[config.mk]
export PLATFORM = sky130hd
export DESIGN_NAME = rr_arbiter4_flat
export DESIGN_NICKNAME = d
export VERILOG_FILES = /design/src/rtl/rr_arbiter4_if.sv /design/src/rtl/rr_arbiter4.sv /design/src/flat_wrapper.sv
export SDC_FILE = /design/constraint.sdc
export NUM_CORES = 1
export LEC_CHECK = 0
export ABC_AREA = 1
export BUFFER_PORTS_ARGS = -buffer_cell sky130_fd_sc_hd__buf_4
export CAP_MARGIN = 30
export CORE_ASPECT_RATIO = 1.25
export CORE_UTILIZATION = 35
export DETAILED_ROUTE_END_ITERATION = 7
export PLACE_DENSITY = 0.56
export RECOVER_POWER = 100
export SLEW_MARGIN = 20
export SYNTH_ARGS = -nofsm -noshare
export SYNTH_HDL_FRONTEND = slang
export SYNTH_SLANG_ARGS = --single-unit
[constraint.sdc]
create_clock -name clk -period 4.1 [get_ports clk]
set_clock_uncertainty 0.15 [all_clocks]
set_input_delay 0.82 -clock clk [delete_from_list [all_inputs] [get_ports clk]]
set_output_delay 0.82 -clock clk [all_outputs]
set_load 0.02 [all_outputs]
[src/rtl/rr_arbiter4_if.sv]
// Request/grant bundle between four requesters and the rr_arbiter4 round-robin arbiter.
// The master side drives requests; the slave side is the arbiter.
interface rr_arbiter4_if;
  logic [3:0] req;
  logic       any_req;
  logic [3:0] gnt;
  logic       gnt_valid;
  logic [1:0] gnt_id;

  modport master (
    output req,
    input  any_req,
    input  gnt,
    input  gnt_valid,
    input  gnt_id
  );

  modport slave (
    input  req,
    output any_req,
    output gnt,
    output gnt_valid,
    output gnt_id
  );
endinterface

[src/rtl/rr_arbiter4.sv]
// Four-way round-robin arbiter with a registered one-hot grant.
// A contended owner is forced to rotate after MAX_HOLD consecutive cycles.
module rr_arbiter4 #(
  parameter int MAX_HOLD = 8
) (
  input logic          clk,
  input logic          rst,
  rr_arbiter4_if.slave bus
);

  localparam int HOLD_W = $clog2(MAX_HOLD + 1);
  localparam logic [HOLD_W-1:0] HOLD_MAX = HOLD_W'(MAX_HOLD);
  localparam logic [HOLD_W-1:0] HOLD_ONE = HOLD_W'(1);
  localparam logic [HOLD_W-1:0] HOLD_ZERO = HOLD_W'(0);

  typedef enum logic [0:0] {
    IDLE  = 1'b0,
    GRANT = 1'b1
  } state_t;

  state_t            state_r;
  state_t            next_state_s;
  logic [1:0]        owner_r;
  logic [1:0]        next_owner_s;
  logic [1:0]        ptr_r;
  logic [1:0]        next_ptr_s;
  logic [HOLD_W-1:0] hold_cnt_r;
  logic [HOLD_W-1:0] next_hold_s;
  logic [3:0]        others_s;
  logic [1:0]        pick_ptr_s;
  logic [1:0]        pick_next_s;
  logic [3:0]        gnt_r;
  logic              gnt_valid_r;
  logic [1:0]        gnt_id_r;

  // First index with a request, scanning start, start+1, ... modulo 4.
  function automatic logic [1:0] pick(input logic [3:0] req_v, input logic [1:0] start);
    logic [1:0] sel;
    logic [1:0] idx;
    logic       found;
    sel   = start;
    found = 1'b0;
    for (int i = 0; i < 4; i++) begin
      idx = start + 2'(i);
      if (!found && req_v[idx]) begin
        sel   = idx;
        found = 1'b1;
      end else begin
        found = found;
      end
    end
    return sel;
  endfunction

  assign bus.any_req = |bus.req;
  assign others_s    = bus.req & ~(4'b0001 << owner_r);
  assign pick_ptr_s  = pick(bus.req, ptr_r);
  assign pick_next_s = pick(bus.req, owner_r + 2'd1);

  // Next-state, owner, pointer and hold-counter selection.
  always_comb begin
    next_state_s = state_r;
    next_owner_s = owner_r;
    next_ptr_s   = ptr_r;
    next_hold_s  = hold_cnt_r;
    case (state_r)
      IDLE: begin
        if (bus.any_req) begin
          next_state_s = GRANT;
          next_owner_s = pick_ptr_s;
          next_ptr_s   = pick_ptr_s + 2'd1;
          next_hold_s  = HOLD_ONE;
        end else begin
          next_state_s = IDLE;
        end
      end
      GRANT: begin
        if (!bus.req[owner_r]) begin
          if (|others_s) begin
            // Back-to-back handover, no idle cycle in between.
            next_owner_s = pick_next_s;
            next_ptr_s   = pick_next_s + 2'd1;
            next_hold_s  = HOLD_ONE;
          end else begin
            next_state_s = IDLE;
            next_hold_s  = HOLD_ZERO;
          end
        end else if ((hold_cnt_r == HOLD_MAX) && (|others_s)) begin
          next_owner_s = pick_next_s;
          next_ptr_s   = pick_next_s + 2'd1;
          next_hold_s  = HOLD_ONE;
        end else if (hold_cnt_r != HOLD_MAX) begin
          next_hold_s = hold_cnt_r + HOLD_ONE;
        end else begin
          next_hold_s = hold_cnt_r;
        end
      end
      default: begin
        next_state_s = IDLE;
        next_hold_s  = HOLD_ZERO;
      end
    endcase
  end

  // State and output registers; outputs are decoded from the next state.
  always_ff @(posedge clk) begin
    if (rst) begin
      state_r     <= IDLE;
      owner_r     <= 2'd0;
      ptr_r       <= 2'd0;
      hold_cnt_r  <= HOLD_ZERO;
      gnt_r       <= 4'b0000;
      gnt_valid_r <= 1'b0;
      gnt_id_r    <= 2'd0;
    end else begin
      state_r    <= next_state_s;
      owner_r    <= next_owner_s;
      ptr_r      <= next_ptr_s;
      hold_cnt_r <= next_hold_s;
      if (next_state_s == GRANT) begin
        gnt_r       <= 4'b0001 << next_owner_s;
        gnt_valid_r <= 1'b1;
        gnt_id_r    <= next_owner_s;
      end else begin
        gnt_r       <= 4'b0000;
        gnt_valid_r <= 1'b0;
        gnt_id_r    <= 2'd0;
      end
    end
  end

  assign bus.gnt       = gnt_r;
  assign bus.gnt_valid = gnt_valid_r;
  assign bus.gnt_id    = gnt_id_r;

endmodule

[src/flat_wrapper.sv]
// flat-port wrapper written by rule: the top's interface ports become plain ports
module rr_arbiter4_flat 
#(
  parameter int MAX_HOLD = 8
)
  (clk, rst, bus_req, bus_any_req, bus_gnt, bus_gnt_valid, bus_gnt_id);
  rr_arbiter4_if bus_i ();
  input logic clk;
  input logic rst;
  input wire logic [$bits(bus_i.req)-1:0] bus_req;
  output wire logic [$bits(bus_i.any_req)-1:0] bus_any_req;
  output wire logic [$bits(bus_i.gnt)-1:0] bus_gnt;
  output wire logic [$bits(bus_i.gnt_valid)-1:0] bus_gnt_valid;
  output wire logic [$bits(bus_i.gnt_id)-1:0] bus_gnt_id;
  assign bus_i.req = bus_req;
  assign bus_any_req = bus_i.any_req;
  assign bus_gnt = bus_i.gnt;
  assign bus_gnt_valid = bus_i.gnt_valid;
  assign bus_gnt_id = bus_i.gnt_id;
  rr_arbiter4 #(.MAX_HOLD(MAX_HOLD)) u_core (.clk(clk), .rst(rst), .bus(bus_i));
endmodule
==> results of run 1 <==
[state kept, by name, summed over array words and instances, names as in the netlist]
name and cells:
u_core.bus.gnt 4, u_core.owner_r 2, u_core.hold_cnt_r 4, u_core.bus.gnt_valid 1, u_core.bus.gnt_id 2, u_core.ptr_r 2
[layout by cell type, fill, tap and decap left out, drive strengths merged, types with 2 or more instances in the layout]
cell    instances
nand2         110
inv            32
nand3          28
nor2           16
dfxtp          15
clkbuf         11
ha              6
o21ai           6
a21oi           5
buf             5
o22ai           2
nor3            2
a211oi          2
[stage by stage]
step                setup WS, ps  hold slack (ps)  power (mW)
floorplan                   1890              327       0.971
global placement            1410              348        1.14
detailed placement          1370              356        1.13
CTS                         1360              372        1.25
global route                 731              392        1.33
finish                      1160              365        1.18
[kinds of logic (layout without fill, tap and decap cells)]
group                      Yosys count  in the layout
buffers and inverters               36             49
DFF                                 15             15
AOI/OAI and AO/OA                   16             16
adders and majority gates            6              6
xor gates and xnor gates             1              1
and+or+nand+nor                    159            159
[final timing paths]
path                                           from                                end  slack (ps)
setup / recovery       u_core.owner_r[0]$_SDFF_PP0_       u_core.bus.gnt[3]$_SDFF_PP0_        1160
hold / removal    u_core.hold_cnt_r[1]$_SDFFE_PP0P_  u_core.hold_cnt_r[1]$_SDFFE_PP0P_         360
setup reg to reg       u_core.owner_r[0]$_SDFF_PP0_       u_core.bus.gnt[3]$_SDFF_PP0_        1160
hold reg to reg   u_core.hold_cnt_r[1]$_SDFFE_PP0P_  u_core.hold_cnt_r[1]$_SDFFE_PP0P_         360
[layer usage]
| metal | up-vias | track usage, % | part of all wire (%) |
|---|---|---|---|
| li1 | 747 | - | - |
| met1 | 607 | 19.2 | 49 |
| met2 | 24 | 29.2 | 47 |
| met3 | 5 | 1.62 | 3.4 |
| met4 | 0 | 4.76 | 1.4 |
| met5 | - | 0 | 0 |
[worst max-delay path, stage by stage, from the launching register on]
cell and delay (ps):
dfxtp_1 570, inv_1 330, ha_1 470, inv_1 120, nand2_1 70, nand2_1 90
nand2_1 80, nand2_1 50, nor2_1 230, nand2_2 90, nand3_1 110, nand3_1 70
nand2_1 70, nand3_1 140, nand2_1 140, nor2_1 50
[cell type report]
class | count | area (um^2) | share of cell area (%)
clock inverter | 1 | 5.00 | 0.344
sequential | 15 | 300 | 20.6
tap | 39 | 48.8 | 3.35
clock buffer | 3 | 41.3 | 2.84
inverter | 32 | 120 | 8.25
multi-input combinational | 182 | 872 | 59.9
timing repair buffer | 13 | 67.6 | 4.64
[report_power, final]
part           total, mW  internal (mW)  switching (mW)
Clock              0.120         0.0673          0.0530
Combinational      0.814          0.268           0.546
Sequential         0.250          0.194          0.0558
==> results.toml, run 1 <==
[synth]
synthXorXnorAreaFrac_pct = 0.645
ys_async_sr_fraction_pct = 0
synth_top_area_share_pct = 27.1
post_synth.cell_area_avg_um2 = 5.83
synth_ff_type = "dfxtp_1"
ys_seq_elements = 15
synth.area.mux_share_pct = 0
ys_warn_count = 0
synthSimpleGateAreaFrac_pct = 52.9
synth_top_area_cell = "nand2_1"
synth_fa_ha_area_share_pct = 5.52
synth.area.top_cells = "nand2_1 27%, dfxtp_1 22%, nand3_1 8.5%"
synth_compound_area_share_pct = 7.55
synth_edf_count = 0
synth_top_family_by_area = "simple AND/OR/NAND/NOR gates"
syn_inst = 233
seq_area_frac_synth_pct = 22.1
syn_nets = 245
synth_common_cells = "98 x nand2_1, 25 x inv_1, 23 x nand3_1, 15 x dfxtp_1, 13 x nor2_1"
syn_area_um2 = 1360
synth.most_common_cell = "nand2_1"
ys_types = 27

[route]
viasPerCell = 4.85
drc = 2
wire_per_inst_um = 10.3
drt.antenna.violating_nets = 0
vias = 1383
drt_wl_total_um = 2940
drt_first_pass_iters = 6
drt_iter0_drc = 87

[grt]
grt_max_degree = 14
grt_first_pass_wirelength_um = 5290
antenna_found_initial = 0
grt_usage_pct = 15.9
grt-ovfl-total = 0
grt_pass1_vias = 1300

[cts]
cts_buffers = 3
clk_latency_ps = 250
cts_tree = "yes"
cts.sinks = 15
post_cts_buffers = 0
h-tree-depth = 1
hold_buffers = 0
cts_root_buffer = "clkbuf_8"
clk_path_buf_depth = 2
clk_pin_slew_ps = 60
cts_resized = 0

[timing]
relSlewSlack_pct = 69.9
maxSlewViolCount = 0
layout_min_cycle_time_ps = 2940
worst_pin_slew_ps = 451
finalSetupTns_ps = 0
fin_crit_sh_pct = 71.7
setup_violations = 0
fmax_mhz = 340
finalHoldViolCount = 0
rsz0062_at_grt = "no"

[critical_path]
startpoint_type = "register"
ff2ff_path_depth = 15
endpoint_kind = "register"
crit_arrival_ps = 2930
required_ps = 4090
cp_max_fo = 13
worstSetupPathType = "register to register"

[status]
violations = "DRC"
status = "complete, but fails checks"

[final_layout]
final_nets = 259
fin_cells = 285
post-route-util_pct = 40.4
final.fill_count = 398
syn_to_final_growth_pct = 7.09
diodes = 0
drive_gt1_share_pct = 12.2
fin_area_um2 = 1460

[floorplanning]
die_y_um = 71.7
die-area_um2 = 4140
initial_core_util_pct = 37.7
ioPinCount = 14
die_x_um = 57.7
rows = 24
core_um2 = 3600

[place]
place_area_um2 = 1470
gp_congestion = 0.800
dp_cells = 281
dp_hpwl_um = 2350
io_buffers = 13

[power]
ir_drop_mv = 0.318
power.density_nw_per_um2 = 814
leakage_nw = 0.826

[worst_hold_path]
hold-path-cell-count = 2
min-delay-path-class = "register to register"

[job]
max_cap_violations = 0
Note: power is estimated with default switching activity, not from simulation.
==> inputs of run 2 (changes only) <==
--- a/config.mk
+++ b/config.mk
@@ -11,7 +11,7 @@
 export CORE_ASPECT_RATIO = 1.25
 export CORE_UTILIZATION = 35
 export DETAILED_ROUTE_END_ITERATION = 7
-export PLACE_DENSITY = 0.56
+export PLACE_DENSITY = 0.58
 export RECOVER_POWER = 100
 export SLEW_MARGIN = 20
 export SYNTH_ARGS = -nofsm -noshare
==> constraint.sdc (replaced) <==
create_clock -name clk -period 2.6 [get_ports clk]
set_clock_uncertainty 0.15 [all_clocks]
set_input_delay 0.52 -clock clk [delete_from_list [all_inputs] [get_ports clk]]
set_output_delay 0.52 -clock clk [all_outputs]
set_load 0.02 [all_outputs]
==> run 2 against run 1 <==
  * The run now ends clean
  * Sequential power is 50% higher
  * Clock-buffer cell count unchanged
  * Maximum frequency grew 28%
  * Hold slack lost 31 ps
  * Critical path depth up 1
  * Setup slack got worse by 860 ps
  * Largest power group unchanged
  * Highest routed layer unchanged
==> results.toml, run 2 (same netlist as run 1, synthesis figures left out) <==
[status]
status = "finished, final reports clean"

[critical_path]
r2r_end = "u_core.bus.gnt[1]$_SDFF_PP0_"
endpoint_kind = "register"
rrSetupSlack_ps = 300
cp_max_fo = 7
ff2ff_path_depth = 16
startpoint_type = "register"
worstSetupPathType = "register to register"
crit_arrival_ps = 2340
r2r_start = "u_core.owner_r[1]$_SDFF_PP0_"
required_ps = 2640

[cts]
cts.sinks = 15
h-tree-depth = 1
clk_pin_slew_ps = 60
clk_latency_ps = 250
cts_buffers = 3
clk_path_buf_depth = 2
cts_tree = "yes"
cts_resized = 0
cts_root_buffer = "clkbuf_8"
post_cts_buffers = 0
hold_buffers = 0

[final_layout]
diodes = 0
final_nets = 261
final_cell_mix = "100 x nand2_1, 27 x inv_1, 23 x nand3_1"
final.fill_count = 423
drive_gt1_share_pct = 15.3
syn_to_final_growth_pct = 9.76
final_common_cell = "nand2_1"

[route]
wire_per_inst_um = 10.2
drt_first_pass_iters = 4
vias = 1373
viasPerCell = 4.78
drt_iter0_drc = 34
drt.antenna.violating_nets = 0
drt_wl_total_um = 2930
drc = 0

[power]
pwr-share-comb_pct = 70.7
p_sw_share_pct = 54.8
seq_power_share_pct = 19.6
leakage_nw = 0.845
clockPowerShare_pct = 9.7
power.density_nw_per_um2 = 1290
ir_drop_mv = 0.464
intPower_mw = 0.866
power_switching_mw = 1.05

[timing]
setup_ws_ps = 299
finalSetupTns_ps = 0
relSlewSlack_pct = 70.0
setup_violations = 0
maxSlewViolCount = 0
fin_crit_sh_pct = 88.5
fmax_mhz = 435
rsz0062_at_grt = "no"
layout_min_cycle_time_ps = 2300
worst_pin_slew_ps = 450
finalHoldViolCount = 0

[worst_hold_path]
worstHoldStart = "rst"
min_to = "u_core.ptr_r[0]$_SDFFE_PP0P_"
hold-path-cell-count = 2
min-delay-path-class = "input pin to register"

[place]
dp_hpwl_um = 2360
gp_congestion = 0.821
pre_cts_ws_ps = 227
io_buffers = 13

[grt]
grt_usage_pct = 15.6
grt_pass1_vias = 1226
antenna_found_initial = 0
grt_first_pass_wirelength_um = 5190
grt_max_degree = 13
grt-ovfl-total = 0

[floorplanning]
core_um2 = 3600
rows = 24
ioPinCount = 14
die_x_um = 57.7
die-area_um2 = 4140
initial_core_util_pct = 37.7
die_y_um = 71.7

[job]
max_cap_violations = 0
==> run 2: power groups by stage <==
stage	Clock, mW	Combinational (mW)	Sequential, mW
detailed placement	0	1.42	0.382
finish	0.187	1.36	0.376
global placement	0	1.42	0.383
CTS	0.192	1.43	0.378
floorplan	0	1.12	0.410
global route	0.206	1.56	0.388
==> run 2: final cells by class <==
class | instances | area (um^2) | area share, %
multi-input cells | 182 | 892 | 59.8
flip-flops and latches | 15 | 302 | 20.2
inverters | 32 | 120 | 8.05
well taps | 39 | 48.8 | 3.27
clock buffers | 3 | 41.3 | 2.77
clock inverters | 1 | 5.00 | 0.336
repair buffers | 15 | 82.6 | 5.54
==> run 2: worst max-delay path, cell delays in order, from the launching register on <==
cell	delay [ps]
dfxtp_2	380
inv_1	70
ha_1	360
inv_1	120
nand2_1	90
nand2_2	80
nand2_1	70
nand2_2	80
nor2_4	150
nand2_2	60
nand2_1	110
nand3_2	70
o211ai_2	70
nand2_1	130
inv_1	110
nand2_2	60
nor2_2	80
==> run 2: layer usage <==
metal  track usage [%]  wire length (um)
met1              19.2              1410
met2              27.8              1410
met3              1.62                64
met4              5.56                37
met5                 0                 0
==> run 2: worst max path at each step <==
stage	cells after the start	end	startpoint	slack, ps
global route	16	u_core.bus.gnt[3]$_SDFF_PP0_	u_core.owner_r[1]$_SDFF_PP0_	30
finish	16	u_core.bus.gnt[1]$_SDFF_PP0_	u_core.owner_r[1]$_SDFF_PP0_	300
floorplan	17	u_core.bus.gnt[3]$_SDFF_PP0_	u_core.owner_r[0]$_SDFF_PP0_	390
detailed placement	16	u_core.bus.gnt[3]$_SDFF_PP0_	u_core.owner_r[1]$_SDFF_PP0_	230
CTS	16	u_core.bus.gnt_id[1]$_SDFF_PP0_	u_core.owner_r[1]$_SDFF_PP0_	210
global placement	17	u_core.ptr_r[1]$_SDFFE_PP0P_	u_core.owner_r[1]$_SDFF_PP0_	260
==> run 2: through the flow <==
| step | hold WS [ps] | total power [mW] | std cells | area, um^2 | util, % |
|---|---|---|---|---|---|
| 2_1_floorplan | 327 | 1.53 | 233 | 1360 | - |
| 3_3_place_gp | 350 | 1.81 | 283 | 1490 | 41.3 |
| 6_report | 334 | 1.92 | 287 | 1490 | 41.4 |
| 4_1_cts | 332 | 2.00 | 287 | 1530 | 42.5 |
| 5_1_grt | 330 | 2.15 | 287 | 1490 | 41.4 |
| 3_5_place_dp | 363 | 1.80 | 283 | 1490 | 41.3 |
